$ cat config.mk
export PLATFORM = sky130hd
export DESIGN_NAME = vend_ctrl_param
export DESIGN_NICKNAME = d
export VERILOG_FILES = /design/src/rtl/vend_ctrl_param.sv
export SDC_FILE = /design/constraint.sdc
export NUM_CORES = 1
export LEC_CHECK = 0
export ABC_CLOCK_PERIOD_IN_PS = 3450
export BUFFER_PORTS_ARGS = -buffer_cell sky130_fd_sc_hd__buf_2
export CAP_MARGIN = 20
export CORE_AREA = 2 2 69 71
export CTS_CLUSTER_SIZE = 40
export DETAILED_ROUTE_END_ITERATION = 12
export DIE_AREA = 0 0 71 73
export PLACE_DENSITY = 0.7
export SLEW_MARGIN = 20
export SYNTH_ARGS = -nofsm -noshare
export SYNTH_HDL_FRONTEND = slang
export SYNTH_SLANG_ARGS = --single-unit
$ cat constraint.sdc
create_clock -name CLK -period 3.45 [get_ports CLK]
set_input_delay 0 -clock CLK [delete_from_list [all_inputs] [get_ports CLK]]
set_output_delay 0 -clock CLK [all_outputs]
set_load 0.01 [all_outputs]
$ cat src/rtl/vend_ctrl_param.sv
`timescale 1ns/1ps
// -----------------------------------------------------------------------------
// vend_ctrl_param
// Parametrised multi-product vending controller. Accumulates nickel/dime/quarter
// credit up to MAX_CREDIT, vends one of NUM_PROD products at PRICE, tracks
// per-product stock and pays change or cancel refunds as timed nickel pulses.
//
// Ports:
//   CLK         rising-edge clock
//   rst         asynchronous active-low reset
//   ni/di/qu    coin inserted (nickel/dime/quarter), one-cycle pulses
//   sel         product select, one-cycle pulse per bit
//   cancel      refund request, one-cycle pulse
//   restock     reload every stock counter to STOCK_INIT (honoured in IDLE)
//   give        dispense strobe, one-cycle one-hot pulse
//   change      one nickel returned per high pulse
//   coin_reject coin bounced to the return tray, one-cycle pulse
//   credit      current credit in cents
//   busy        high while vending or paying change
//   sold_out    per-product stock counter is zero
// -----------------------------------------------------------------------------
module vend_ctrl_param #(
  parameter int NUM_PROD     = 2,
  parameter int PRICE        = 45,
  parameter int MAX_CREDIT   = 65,
  parameter int CREDIT_W     = 7,
  parameter int PULSE_CYCLES = 4,
  parameter int STOCK_W      = 4,
  parameter int STOCK_INIT   = 8
) (
  input  logic                CLK,
  input  logic                rst,
  input  logic                ni,
  input  logic                di,
  input  logic                qu,
  input  logic [NUM_PROD-1:0] sel,
  input  logic                cancel,
  input  logic                restock,
  output logic [NUM_PROD-1:0] give,
  output logic                change,
  output logic                coin_reject,
  output logic [CREDIT_W-1:0] credit,
  output logic                busy,
  output logic [NUM_PROD-1:0] sold_out
);

  localparam int SUM_W = CREDIT_W + 1;
  localparam int CNT_W = (PULSE_CYCLES > 1) ? $clog2(PULSE_CYCLES) : 1;

  localparam logic [CREDIT_W-1:0] PRICE_C  = CREDIT_W'(PRICE);
  localparam logic [CREDIT_W-1:0] NICKEL_C = CREDIT_W'(5);
  localparam logic [STOCK_W-1:0]  STOCK_C  = STOCK_W'(STOCK_INIT);
  localparam logic [CNT_W-1:0]    LAST_C   = CNT_W'(PULSE_CYCLES - 1);

  typedef enum logic [1:0] {IDLE, VEND, CHG_HI, CHG_LO} state_t;

  state_t               state, state_nxt;
  logic [CNT_W-1:0]     cnt, cnt_nxt;
  logic [CREDIT_W-1:0]  credit_nxt;
  logic [NUM_PROD-1:0]  give_nxt;
  logic                 reject_nxt;
  logic                 restock_en;
  logic                 vend_dec;
  logic [STOCK_W-1:0]   stock [NUM_PROD];

  // Coin decode: highest-value coin wins, the rest are dropped.
  logic [SUM_W-1:0]     coin_val;
  logic [SUM_W-1:0]     credit_sum;
  logic                 has_coin;
  logic                 coin_fits;
  logic                 credit_ok;
  logic [NUM_PROD-1:0]  sel_ok;
  logic [NUM_PROD-1:0]  sel_win;
  logic                 pulse_last;

  always_comb begin
    if (qu)      coin_val = SUM_W'(25);
    else if (di) coin_val = SUM_W'(10);
    else if (ni) coin_val = SUM_W'(5);
    else         coin_val = '0;
  end

  assign has_coin   = qu | di | ni;
  assign credit_sum = {1'b0, credit} + coin_val;
  assign coin_fits  = (credit_sum <= SUM_W'(MAX_CREDIT));
  assign credit_ok  = ({1'b0, credit} >= SUM_W'(PRICE));
  assign pulse_last = (cnt == LAST_C);

  always_comb begin
    sel_ok   = '0;
    sold_out = '0;
    for (int i = 0; i < NUM_PROD; i++) begin
      sel_ok[i]   = sel[i] & credit_ok & (stock[i] != '0);
      sold_out[i] = (stock[i] == '0);
    end
  end

  // Isolate the lowest set bit so only one product can be chosen.
  assign sel_win = sel_ok & (~sel_ok + NUM_PROD'(1));

  // NOTE: every signal driven here gets a default first, so no path can leave
  // one unassigned and infer a latch.
  always_comb begin
    state_nxt  = state;
    credit_nxt = credit;
    cnt_nxt    = cnt;
    give_nxt   = '0;
    reject_nxt = 1'b0;
    restock_en = 1'b0;
    vend_dec   = 1'b0;
    case (state)
      IDLE: begin
        restock_en = restock;
        if (|sel_win) begin
          state_nxt  = VEND;
          give_nxt   = sel_win;
          reject_nxt = has_coin;
        end else begin
          if (has_coin) begin
            if (coin_fits) credit_nxt = credit_sum[CREDIT_W-1:0];
            else           reject_nxt = 1'b1;
          end
          if (cancel && (credit != '0)) begin
            state_nxt = CHG_HI;
            cnt_nxt   = '0;
          end
        end
      end
      VEND: begin
        reject_nxt = has_coin;
        vend_dec   = 1'b1;
        credit_nxt = credit - PRICE_C;
        cnt_nxt    = '0;
        state_nxt  = (credit != PRICE_C) ? CHG_HI : IDLE;
      end
      CHG_HI: begin
        reject_nxt = has_coin;
        if (pulse_last) begin
          credit_nxt = credit - NICKEL_C;
          cnt_nxt    = '0;
          state_nxt  = CHG_LO;
        end else begin
          cnt_nxt = cnt + CNT_W'(1);
        end
      end
      CHG_LO: begin
        reject_nxt = has_coin;
        if (pulse_last) begin
          cnt_nxt   = '0;
          state_nxt = (credit != '0) ? CHG_HI : IDLE;
        end else begin
          cnt_nxt = cnt + CNT_W'(1);
        end
      end
      default: state_nxt = IDLE;
    endcase
  end

  // NOTE: sequential state uses non-blocking assignments so every register
  // samples the pre-edge values, independent of statement order.
  always_ff @(posedge CLK or negedge rst) begin
    if (!rst) begin
      state       <= IDLE;
      cnt         <= '0;
      credit      <= '0;
      give        <= '0;
      change      <= 1'b0;
      coin_reject <= 1'b0;
      busy        <= 1'b0;
    end else begin
      state       <= state_nxt;
      cnt         <= cnt_nxt;
      credit      <= credit_nxt;
      give        <= give_nxt;
      change      <= (state_nxt == CHG_HI);
      coin_reject <= reject_nxt;
      busy        <= (state_nxt != IDLE);
    end
  end

  // NOTE: the stock array is reset on purpose: reset must reload every counter,
  // so it is a bank of flops, not a RAM.
  always_ff @(posedge CLK or negedge rst) begin
    if (!rst) begin
      for (int i = 0; i < NUM_PROD; i++) stock[i] <= STOCK_C;
    end else begin
      for (int i = 0; i < NUM_PROD; i++) begin
        if (restock_en)
          stock[i] <= STOCK_C;
        else if (vend_dec && give[i] && (stock[i] != '0))
          stock[i] <= stock[i] - STOCK_W'(1);
      end
    end
  end

endmodule
# After elaboration in Yosys (flattened, before gate mapping)
# Cells that the tools add are included.
# totals
regBits,24
wordCells,88
# op_classes
addsub,7
n_lt_le_gt_ge,2
n_eq_ne,11
muxes,31
bitwise,8
n_reduce_logical,20
# ops
op,n
$mux 7,4
$mux 2,11
$pmux 7 s3,1
$mux 4,5
$ne 2x2->1 const B,5
$add 7x8->8,1
$eq 2x2->1 const B,4
$le 8x7->1 const B,1
$logic_not 4->1,2
$mux 8,1
$pmux 2 s4,1
$reduce_bool 4->1,2
$sub 4x1->4 const B,2
$ge 7x6->1 const B,1
$ne 7x6->1 const B,1
$reduce_bool 7->1,1
$sub 7x3->7 const B,1
$sub 7x6->7 const B,1
$pmux 2 s3,1
$reduce_bool 2->1,3
$logic_and 1x1->1,5
$mux 1,5
$reduce_and 5->1,1
$add 2x1->2 const B,2
other kinds (12),17

# Longest topological paths before layout
# Gate-level depths: netlist (run 1).
# depth
depth_word,10
ltp_mapped,11
depth_no_buf,11

# Worst setup path after synthesis (run 1)
# OpenSTA, ideal clock, no wires.
# synth_path
kind,reg-to-reg
from,register credit[0]
to,register credit[0]
setup_ps,125
arrival_time_ps,2373
setup_slack_ps,953
path_stages_with_launch,10
synth_period_minus_slack_ps,2497
path_cell_list,dfrtp_1 > ha_1 > inv_1 > fa_1 > nor2b_1 > o22a_1 > xor2_1 > o311ai_4 > o21ai_4 > mux2_2
# synth_between
elab_chain_len,9
elab_cells_between_ends,21
cone_classes,add/sub (4); order compare (2); eq/ne (2); mux (5); bitwise (6); reduce/logical (2)
# synth_rtl
item,line,source
from (decl),42,"output logic [CREDIT_W-1:0] credit,"
from (signal assigned),173,credit <= credit_nxt;
$ge 7x6->1,86,"assign credit_ok = ({1'b0, credit} >= SUM_W'(PRICE));"
$and 1x1->1 (2 in series),93,sel_ok[i] = sel[i] & credit_ok & (stock[i] != '0);
$not 2->2,99,assign sel_win = sel_ok & (~sel_ok + NUM_PROD'(1));
$add 2x1->2,99,
$and 2x2->2,99,
$reduce_or 2->1,114,if (|sel_win) begin
$ne 2x2->1 (no source line),--,
$reduce_and 5->1 (no source line),--,
# Parallel ways exist; a longest one is shown, timed or not. The select of a mux whose other input is x is not followed.
# A chain may end at the register's enable or synchronous reset.

# Final worst setup path (run 1)
# layout_path
from,register credit[0]
to,register credit[3]
# The elaborated chain is that of the path after synthesis.

==> results of run 1 <==
[how the worst max path moves through the flow]
stage / end / start / cells past startpoint / slack [ns]
finish: credit[3] / credit[0] / 9 / 0.75
global route: credit[3] / credit[0] / 9 / 0.54
CTS: credit[3] / credit[0] / 9 / 0.77
detailed placement: credit[3] / credit[0] / 9 / 0.79
global placement: credit[1] / credit[0] / 9 / 0.87
floorplan: credit[0] / credit[0] / 9 / 0.95
[worst max-delay path, delay by kind of cell, from the launching register on]
kind                       cells  cell delay [ns]
adders and majority gates      2             0.62
xor gates and xnor gates       1             0.27
DFF                            1             0.49
muxes                          1             0.38
AOI/OAI and AO/OA              3             0.59
buffers and inverters          1             0.06
and+or+nand+nor                1             0.17
[where the power goes]
group | leakage, nW | internal, mW | total [mW] | switching, mW
Sequential | 0.300 | 0.403 | 0.554 | 0.151
Combinational | 0.663 | 0.638 | 1.40 | 0.764
Clock | 0.0357 | 0.155 | 0.242 | 0.0866
[layer usage]
layer	vias to the layer above	part of all wire
met5	-	0
met4	0	0.014
met3	6	0.023
met2	26	0.48
met1	764	0.48
li1	791	-
[state kept, by name, indices dropped and copies added, names as in the netlist]
signal	cells
cnt	2
change	1
coin_reject	1
credit	7
state	2
stock	8
busy	1
give	2
[logic make-up (layout without fill, tap and decap cells)]
group,Yosys count,count (layout),share of synthesized area
AO/OA/AOI/OAI,51,51,0.2158
buffers and inverters,29,52,0.05855
XOR/XNOR,13,13,0.05987
flip-flops,24,24,0.3171
AND/OR/NAND/NOR,67,67,0.1869
adder cells (fa/ha/maj),16,16,0.1092
multiplexers,9,9,0.05263
[layout make-up]
class,count,share of cell area
Tap cell,54,0.03120
Sequential cell,24,0.2785
Multi-Input combinational cell,156,0.5482
Clock buffer,3,0.01906
Clock inverter,1,0.01386
Inverter,21,0.03640
Timing Repair Buffer,27,0.07279
[cells in the mapped netlist (2+ instances only)]
cell type and n:
o22ai_1 3, o21ai_0 8, dfstp_2 2, or2_2 3, nor3_1 5, nor2b_1 5, buf_2 2, nor2_1 19
nor4bb_1 2, nand2b_1 4, xnor2_1 9, o221ai_1 2, nand2_1 10, nor4_1 3, a31oi_1 4, clkbuf_1 6
nand4_1 2, a21oi_1 10, a22oi_1 2, a21o_1 2, xor2_1 4, dfrtp_1 22, nand3_1 4, o311ai_4 2
inv_1 21, ha_1 15, mux2_2 8
[stage by stage]
stage	area (um2)	hold slack [ns]	worst slack, ns
after floorplan	1902	-0.2956	0.9527
after global placement	2054	0.008079	0.8748
after detailed placement	2054	0.01097	0.7860
after CTS	2166	0.08818	0.7653
after global routing	2166	0.1293	0.5433
final	2166	0.1068	0.7515
==> metrics.md, run 1 <==
| Metric | Value |
|---|---|
| Initial antenna violation count | 0 |
| Pleak | 0.9982 nW |
| Root buffer cell | clkbuf_8 |
| Htree depth | 1 |
| Post-synth top area cell | dfrtp_1 |
| RD Place Congestion | 0.8394 |
| R2R Setup Slk | 0.75 ns |
| Antenna viol nets, final | 0 |
| Synth Net Count | 234 |
| Crit-path cells | ha_1 -> inv_1 -> fa_1 -> nor2b_1 -> o22a_1 -> xor2_1 -> o311ai_4 -> o21ai_4 -> mux2_2 |
| Total GRT Usage | 0.1685 |
| Startpoint Class | register |
| Fin nets | 258 |
| DPL Wire Length | 3134 um |
| Slowest stage delay, CP | 0.49 ns |
| Routing usage on met3 | 0.01657 |
| Status | finished clean |
| Area of the multi-input gates | 1187 um2 |
| Synth Area per Inst | 9.100 um2 |
| Final Skew | 0.002767 ns |
| Slowest CP cell | dfrtp_1 |
| Vias per Instance | 5.549 |
| Iteration-0 DRC Markers | 122 |
| Syn-to-layout area delta | 13.88% |
| Yosys reg bits | 24 |
| Postcts setup bufs | 0 |
| # rows | 25 |
| TNS Setup | 0 ns |
| Io pins | 23 |
| Synth top area cells | dfrtp_1, ha_1, mux2_2, inv_1, xnor2_1 |
| Number of vias in the routed layout | 1587 |
| FF-to-FF End | credit[3] |
| Met2 Use GR | 0.2710 |
| Final worst path period share | 0.7822 |
| Final Slew Violations | 0 |
| CTS Buffer Depth | 2 |
| N_diodes | 0 |
| CTS resizes | 0 |
| Fill count | 406 |
| Top cell type's share of synthesized area | 0.2895 |
| Hold Crit Class | input pin to register |
| GR peak layer | met2 |
| Endpoints failing hold | 0 |
| F_max | 370.6 MHz |
| RSZ-0062 raised after global routing | no |
| CTS sink count | 24 |
| Drt wl/cell | 14.50 um |
| Hold depth | 3 |
| DRC | 0 |
| Routed wire length | 4147 um |
| CP max FO | 9 |
| Max-slew headroom | 0.6498 |
| Final setup vio count | 0 |
| Reg-to-reg startpoint | credit[0] |
| DIE AREA | 5183 um2 |
| Async SR Flop Fraction | 1.000 |
| Gr ovfl total | 0 |
| Initial core utilization | 0.4193 |
| Max rail drop VDD | 468.1 uV |
| Synth Warn # | 0 |
| Power after layout | 2.198 mW |
| Dpl cells | 278 |
| Register area share after synthesis | 0.3171 |
| Most frequent cells in the layout | dfrtp_1, buf_2, inv_1, nor2_1, ha_1 |
| Crit path capture type | register |
| Worst-margin pin slew | 0.5254 ns |
| Layout cells sized above 1 | 0.2069 |
| Pwr/cell area | 1015 nW/um2 |
| CTS Buf Count | 3 |
| Post-synth EDFFs | 0 |
| Required time of the critical path | 3.60 ns |
| First-pass GRT wire length | 6962 um |
| PortBufs | 22 |
| Core region area | 4536 um2 |
| Hold worst-path end | coin_reject |
| HP Start | ni |
| Clock latency on the worst-skew pair | 0.26 ns |
| Dominant synthesized flop cell | dfrtp_1 |
| Hold buffers post-CTS | 4 |
| Reg2reg path depth | 9 |
| Number of global-route vias before repair | 1483 |
| Post-Synthesis Cell Area | 1902 um2 |
| Height of the die | 73 um |
| Register area | 603.1 um2 |
| Met1 GRT Util | 0.2422 |
| Period minus WS final | 2.699 ns |
| Mapped Cells | 209 |
| WP data arrival | 2.85 ns |
| CTS tree | built |
| WS Path Type | register to register |
| Final Non-Filler Cells | 286 |
| Clk slew on worst S/H paths | 0.08 ns |
| Drt pass-1 iters | 4 |
| Cell variety after synth | 57 |
| MaxCap Viol Count | 0 |
| Final design utilization | 0.4775 |
| Largest net degree at the start of global routing | 25 |
| Chip Width | 71 um |
(Power assumes the default switching activity.)
==> run 2: changes to the inputs <==
--- a/config.mk
+++ b/config.mk
@@ -5,7 +5,8 @@
 export SDC_FILE = /design/constraint.sdc
 export NUM_CORES = 1
 export LEC_CHECK = 0
-export ABC_CLOCK_PERIOD_IN_PS = 3450
+export ABC_AREA = 1
+export ABC_CLOCK_PERIOD_IN_PS = 2700
 export BUFFER_PORTS_ARGS = -buffer_cell sky130_fd_sc_hd__buf_2
 export CAP_MARGIN = 20
 export CORE_AREA = 2 2 69 71
==> constraint.sdc (replaced) <==
create_clock -name CLK -period 2.7 [get_ports CLK]
set_input_delay 0 -clock CLK [delete_from_list [all_inputs] [get_ports CLK]]
set_output_delay 0 -clock CLK [all_outputs]
set_load 0.01 [all_outputs]
==> metrics.md, run 2 <==
| Metric | Value |
|---|---|
| Status | finished clean |
| Crit-path cells | ha_1 -> inv_1 -> fa_1 -> inv_1 -> nor2_1 -> nand3_1 -> nor2_1 -> nand2_1 -> nand2_1 -> nand2_1 -> nand2_1 -> nand2_4 -> nand2_1 -> nand2_1 |
| Register area share after synthesis | 0.3136 |
| Synth top area cells | dfrtp_1, nand2_1, ha_1, inv_1, nand3_1 |
| Hold_ws | 0.05971 ns |
| Layout cells sized above 1 | 0.1508 |
| Vias per Instance | 5.142 |
| Number of vias in the routed layout | 1846 |
| Hold worst-path end | coin_reject |
| Clock latency on the worst-skew pair | 0.27 ns |
| Max-slew headroom | 0.6458 |
| Synth Net Count | 304 |
| Core region area | 4536 um2 |
| Top delay family on crit path | simple AND/OR/NAND/NOR gates |
| Antenna viol nets, final | 0 |
| Pleak | 1.171 nW |
| CTS Buf Count | 3 |
| Final Skew | 0.003234 ns |
| Reg-to-reg startpoint | credit[0] |
| Top reg by flops | stock |
| Drt wl/cell | 12.73 um |
| Crit path capture type | register |
| Most common cell after layout, fill and taps aside | nand2_1 |
| Htree depth | 1 |
| Post-synth EDFFs | 0 |
| MaxCap Viol Count | 0 |
| Period minus WS final | 2.303 ns |
| Initial antenna violation count | 0 |
| Final Slew Violations | 0 |
| Power after layout | 2.346 mW |
| HP Start | ni |
| FF-to-FF End | credit[3] |
| Buf/Inv on CP | 2 |
| DIE AREA | 5183 um2 |
| Initial core utilization | 0.4240 |
| Crit path from | credit[0] |
| Hold Crit Class | input pin to register |
| Number of global-route vias before repair | 1758 |
| Reg2reg path depth | 14 |
| Switch share | 0.5167 |
| Async SR Flop Fraction | 1.000 |
| Mapped Cells | 279 |
| Synth Warn # | 0 |
| Max FFs per register | 8 |
| Chip Width | 71 um |
| Root buffer cell | clkbuf_8 |
| DPL Wire Length | 3606 um |
| Largest net degree at the start of global routing | 25 |
| Syn-to-layout area delta | 12.49% |
| N_diodes | 0 |
| Final setup vio count | 0 |
| Hold depth | 3 |
| Final Instance Area | 2163 um2 |
| Height of the die | 73 um |
| RSZ-0062 raised after global routing | no |
| Top cell type's share of synthesized area | 0.2863 |
| Synth Area per Inst | 6.893 um2 |
| Most common cell on crit path | nand2_1 |
| Sw Pwr | 1.212 mW |
| Most common cell in the netlist | nand2_1 |
| DRC | 0 |
| Dominant synthesized flop cell | dfrtp_1 |
| Clk slew on worst S/H paths | 0.08 ns |
| R2R Setup Slk | 0.40 ns |
| CP max FO | 8 |
| Slowest stage delay, CP | 0.50 ns |
| Io pins | 23 |
| F_max | 434.3 MHz |
| Comb pwr share | 0.635 |
| Startpoint Class | register |
| Routed wire length | 4570 um |
| RD Place Congestion | 0.9789 |
| Endpoints failing hold | 0 |
| PortBufs | 22 |
| Internal power | 1.134 mW |
| Drt pass-1 iters | 5 |
| Largest regs | stock x8, credit x7 |
| Total GRT Usage | 0.1881 |
| Flop pwr share | 0.262 |
| # rows | 25 |
| Yosys reg bits | 24 |
| CTS Buffer Depth | 2 |
| Clk network pwr share | 0.103 |
| Post-Synthesis Cell Area | 1923 um2 |
| Worst-margin pin slew | 0.5313 ns |
| WS Path Type | register to register |
| WP data arrival | 2.47 ns |
| Post-synth top cells | nand2_1, inv_1, nand3_1 |
| Fin nets | 331 |
| TNS Setup | 0 ns |
| DP Area | 2098 um2 |
| Max rail drop VDD | 535.1 uV |
| First-pass GRT wire length | 7790 um |
| Cell variety after synth | 29 |
| Post-synth top area cell | dfrtp_1 |
| Most frequent cells in the layout | nand2_1, inv_1, nand3_1, nor2_1 |
| CTS tree | built |
| Iteration-0 DRC Markers | 118 |
| CTS resizes | 0 |
| Slowest CP cell | fa_1 |
| Required time of the critical path | 2.86 ns |
| Pwr/cell area | 1085 nW/um2 |
| Final worst path period share | 0.8529 |
| Gr ovfl total | 0 |
| CTS sink count | 24 |
==> run 2: cell count changes in the layout (fill, tap and decap cells not counted), sizes merged, moves of 8 or more <==
| cell | change |
|---|---|
| inv | +27 |
| mux2 | -8 |
| o21ai | +9 |
| nand2 | +72 |
| xnor2 | -9 |
| nand3 | +23 |
==> run 2: worst min-delay path: stages <==
cell and delay, ns:
buf_2 0.13, o22ai_1 0.11, inv_1 0.06
==> run 2: worst max path at each step <==
stage	endpoint	slack, ns	cells after the start
3_5_place_dp	credit[3]	0.42	14
5_1_grt	credit[3]	0.12	15
6_report	credit[3]	0.40	14
2_1_floorplan	credit[2]	0.57	14
3_3_place_gp	credit[5]	0.48	14
4_1_cts	credit[3]	0.41	14
==> run 2: power groups by stage <==
stage	registers (mW)	logic, mW	clock network, mW
2_1_floorplan	0.615	1.09	0
6_report	0.615	1.49	0.242
5_1_grt	0.633	1.69	0.263
3_3_place_gp	0.622	1.47	0
4_1_cts	0.612	1.48	0.255
3_5_place_dp	0.619	1.47	0
==> run 2: cell type report <==
type,count,area (um2)
Clock buffer,4,55.05
Tap cell,54,67.56
Fill cell,473,2372
Timing Repair Buffer,24,127.6
Multi-Input combinational cell,205,1130
Sequential cell,24,603.1
Inverter,48,180.2
==> run 2: metal layers <==
layer	part of all wire	routed length, um	vias up	track usage
li1	-	-	955	-
met4	0.018	82	0	0.06499
met5	0	0	-	0
met1	0.48	2215	832	0.2556
met2	0.45	2042	49	0.3032
met3	0.050	229	10	0.03315
==> run 2: metrics by stage <==
step                        util  setup WS [ns]  cells
after floorplan                -         0.5706    279
after detailed placement  0.4626         0.4222    354
final                     0.4770         0.3972    359
after global placement    0.4626         0.4818    354
after CTS                 0.4770         0.4056    359
after global routing      0.4770         0.1181    359
==> run 2: cell families (layout without fill, tap and decap cells) <==
| logic type | count (synthesis) | count (layout) | share of synthesized area |
|---|---|---|---|
| AND/OR/NAND/NOR | 147 | 147 | 0.3520 |
| adder cells (fa/ha/maj) | 16 | 16 | 0.1080 |
| buffers and inverters | 50 | 76 | 0.09889 |
| flip-flops | 24 | 24 | 0.3136 |
| AO/OA/AOI/OAI | 42 | 42 | 0.1275 |
==> run 2: repair_timing <==
action                    4_1_cts  5_1_grt
hold buffers                    1        0
hold endpoints to repair       22        0
buffers inserted                0        0
==> run 3: changes to the inputs <==
--- a/config.mk
+++ b/config.mk
@@ -9,11 +9,12 @@
 export ABC_CLOCK_PERIOD_IN_PS = 2700
 export BUFFER_PORTS_ARGS = -buffer_cell sky130_fd_sc_hd__buf_2
 export CAP_MARGIN = 20
-export CORE_AREA = 2 2 69 71
+export CORE_AREA = 2 2 63 77
+export CTS_BUF_LIST = sky130_fd_sc_hd__clkbuf_2
 export CTS_CLUSTER_SIZE = 40
 export DETAILED_ROUTE_END_ITERATION = 12
-export DIE_AREA = 0 0 71 73
-export PLACE_DENSITY = 0.7
+export DIE_AREA = 0 0 65 79
+export PLACE_DENSITY = 0.71
 export SLEW_MARGIN = 20
 export SYNTH_ARGS = -nofsm -noshare
 export SYNTH_HDL_FRONTEND = slang
==> metrics.md, run 3 (synthesized netlist as in run 2, its figures left out) <==
| Metric | Value |
|---|---|
| Status | finished clean |
| Flop pwr share | 0.257 |
| Final Slew Violations | 0 |
| Max-slew headroom | 0.6506 |
| Io pins | 23 |
| # rows | 27 |
| Most common cell on crit path | nand2_1 |
| Final Skew | 0.009444 ns |
| Pwr/cell area | 1069 nW/um2 |
| Pleak | 1.198 nW |
| F_max | 428.5 MHz |
| Largest regs | stock x8, credit x7 |
| CTS sink count | 24 |
| Initial core utilization | 0.4345 |
| Worst-margin pin slew | 0.5241 ns |
| WS Path Type | register to register |
| Number of global-route vias before repair | 1802 |
| Root buffer cell | clkbuf_2 |
| Required time of the critical path | 2.97 ns |
| Iteration-0 DRC Markers | 73 |
| CTS tree | built |
| Max rail drop VDD | 529.2 uV |
| Buf/Inv on CP | 2 |
| Internal power | 1.144 mW |
| CTS Buffer Depth | 2 |
| Most frequent cells in the layout | nand2_1, inv_1, nand3_1, nor2_1 |
| Antenna viol nets, final | 0 |
| Reg2reg path depth | 15 |
| RD Place Congestion | 0.8841 |
| Core region area | 4425 um2 |
| Htree depth | 1 |
| First-pass GRT wire length | 7955 um |
| RSZ-0062 raised after global routing | no |
| Clk slew on worst S/H paths | 0.22 ns |
| Top reg by flops | stock |
| Reg-to-reg startpoint | credit[0] |
| PortBufs | 22 |
| Routed wire length | 4747 um |
| Register area | 603.1 um2 |
| DPL Wire Length | 3775 um |
| Largest net degree at the start of global routing | 25 |
| Top delay family on crit path | simple AND/OR/NAND/NOR gates |
| FF-to-FF End | credit[6] |
| Comb pwr share | 0.642 |
| Max FFs per register | 8 |
| Crit path to | credit[6] |
| MaxCap Viol Count | 0 |
| WP depth | 15 |
| Period minus WS final | 2.334 ns |
| Area of the multi-input gates | 1130 um2 |
| Final Instance Area | 2216 um2 |
| CTS Buf Count | 3 |
| Clk network pwr share | 0.101 |
| Height of the die | 79 um |
| Number of vias in the routed layout | 1884 |
| Total GRT Usage | 0.1980 |
| Crit-path cells | ha_1 -> inv_1 -> fa_1 -> inv_1 -> nand3_1 -> nand3_1 -> nand2_1 -> nor2_1 -> nand2_1 -> nand2_1 -> nand2_1 -> nand2_1 -> nand2_4 -> nand2_1 -> nand2_1 |
| Syn-to-layout area delta | 15.22% |
| CP max FO | 8 |
| Slowest stage delay, CP | 0.50 ns |
| Slowest CP cell | dfrtp_1 |
| Chip Width | 65 um |
| Endpoints failing hold | 0 |
| Switch share | 0.5172 |
| Fill count | 469 |
| Sw Pwr | 1.225 mW |
| TNS Setup | 0 ns |
| Initial antenna violation count | 0 |
| R2R Setup Slk | 0.37 ns |
| Clock latency on the worst-skew pair | 0.35 ns |
| WP data arrival | 2.61 ns |
| Drt pass-1 iters | 4 |
| DRC | 0 |
| Final setup vio count | 0 |
| N_diodes | 0 |
| Layout cells sized above 1 | 0.1511 |
| DP Area | 2111 um2 |
| Gr ovfl total | 0 |
| Crit path capture type | register |
| Final worst path period share | 0.8643 |
| Vias per Instance | 5.106 |
| Fin nets | 337 |
| Crit path from | credit[0] |
| DIE AREA | 5135 um2 |
| Drt wl/cell | 12.86 um |
| Hold Crit Class | input pin to register |
| Startpoint Class | register |
| Most common cell after layout, fill and taps aside | nand2_1 |
==> run 3: cell count changes in the layout (fill, tap and decap cells not counted) <==
cell,previous run,this run
bufinv_16,0,1
clkbuf_2,0,3
buf_4,1,2
dlygate4sd3_1,1,6
clkbuf_8,4,0
==> run 3: final cells by class <==
cell class	instances	area share
Clock buffer	3	0.006776
Multi-Input combinational cell	205	0.5099
Timing Repair Buffer	30	0.08357
Sequential cell	24	0.2722
Inverter	48	0.08131
Clock inverter	1	0.01355
Tap cell	58	0.03275
==> run 3: per-layer routing <==
| metal | global-route usage | vias up | share of wire |
|---|---|---|---|
| met4 | 0.08298 | 0 | 0.028 |
| met3 | 0.02408 | 12 | 0.037 |
| met2 | 0.3608 | 52 | 0.51 |
| li1 | - | 965 | - |
| met1 | 0.2307 | 855 | 0.43 |
| met5 | 0 | - | 0 |
==> run 3: how the worst min path moves through the flow <==
stage,end,cells past startpoint,slack [ns],from
floorplan,busy,0,-0.30,rst
global placement,stock[5],1,0.009,rst
detailed placement,coin_reject,1,0.02,rst
CTS,cnt[0],7,0.07,cancel
global route,cnt[0],7,0.06,cancel
finish,cnt[0],7,0.08,cancel
==> run 3: repair_timing <==
item / in CTS / in global routing
setup buffers: 0 / 0
hold buffers: 6 / 0
endpoints found under the hold margin: 30 / 0
resized for setup: 0 / 0
==> run 3: worst min-delay path, delay by kind of cell <==
kind | cells | cell delay [ns]
buf+inv | 2 | 0.16
simple gates | 5 | 0.25
==> run 3: stage by stage <==
stage               total power [mW]  instances  setup WS [ns]  hold slack (ns)    util
detailed placement             2.124        359         0.3988          0.02060  0.4770
floorplan                      1.706        279         0.5706          -0.2956       -
global placement               2.108        359         0.4736         0.009083  0.4770
finish                         2.368        369         0.3665          0.07869  0.5007
global route                   2.596        369         0.1016          0.05800  0.5007
CTS                            2.377        369         0.3768          0.06803  0.5007
==> run 3: power groups by stage <==
stage	Clock (mW)	Combinational, mW	Sequential (mW)
after floorplan	0	1.09	0.615
after global placement	0	1.50	0.613
after detailed placement	0	1.51	0.616
after CTS	0.248	1.52	0.609
after global routing	0.262	1.71	0.627
final	0.240	1.52	0.609
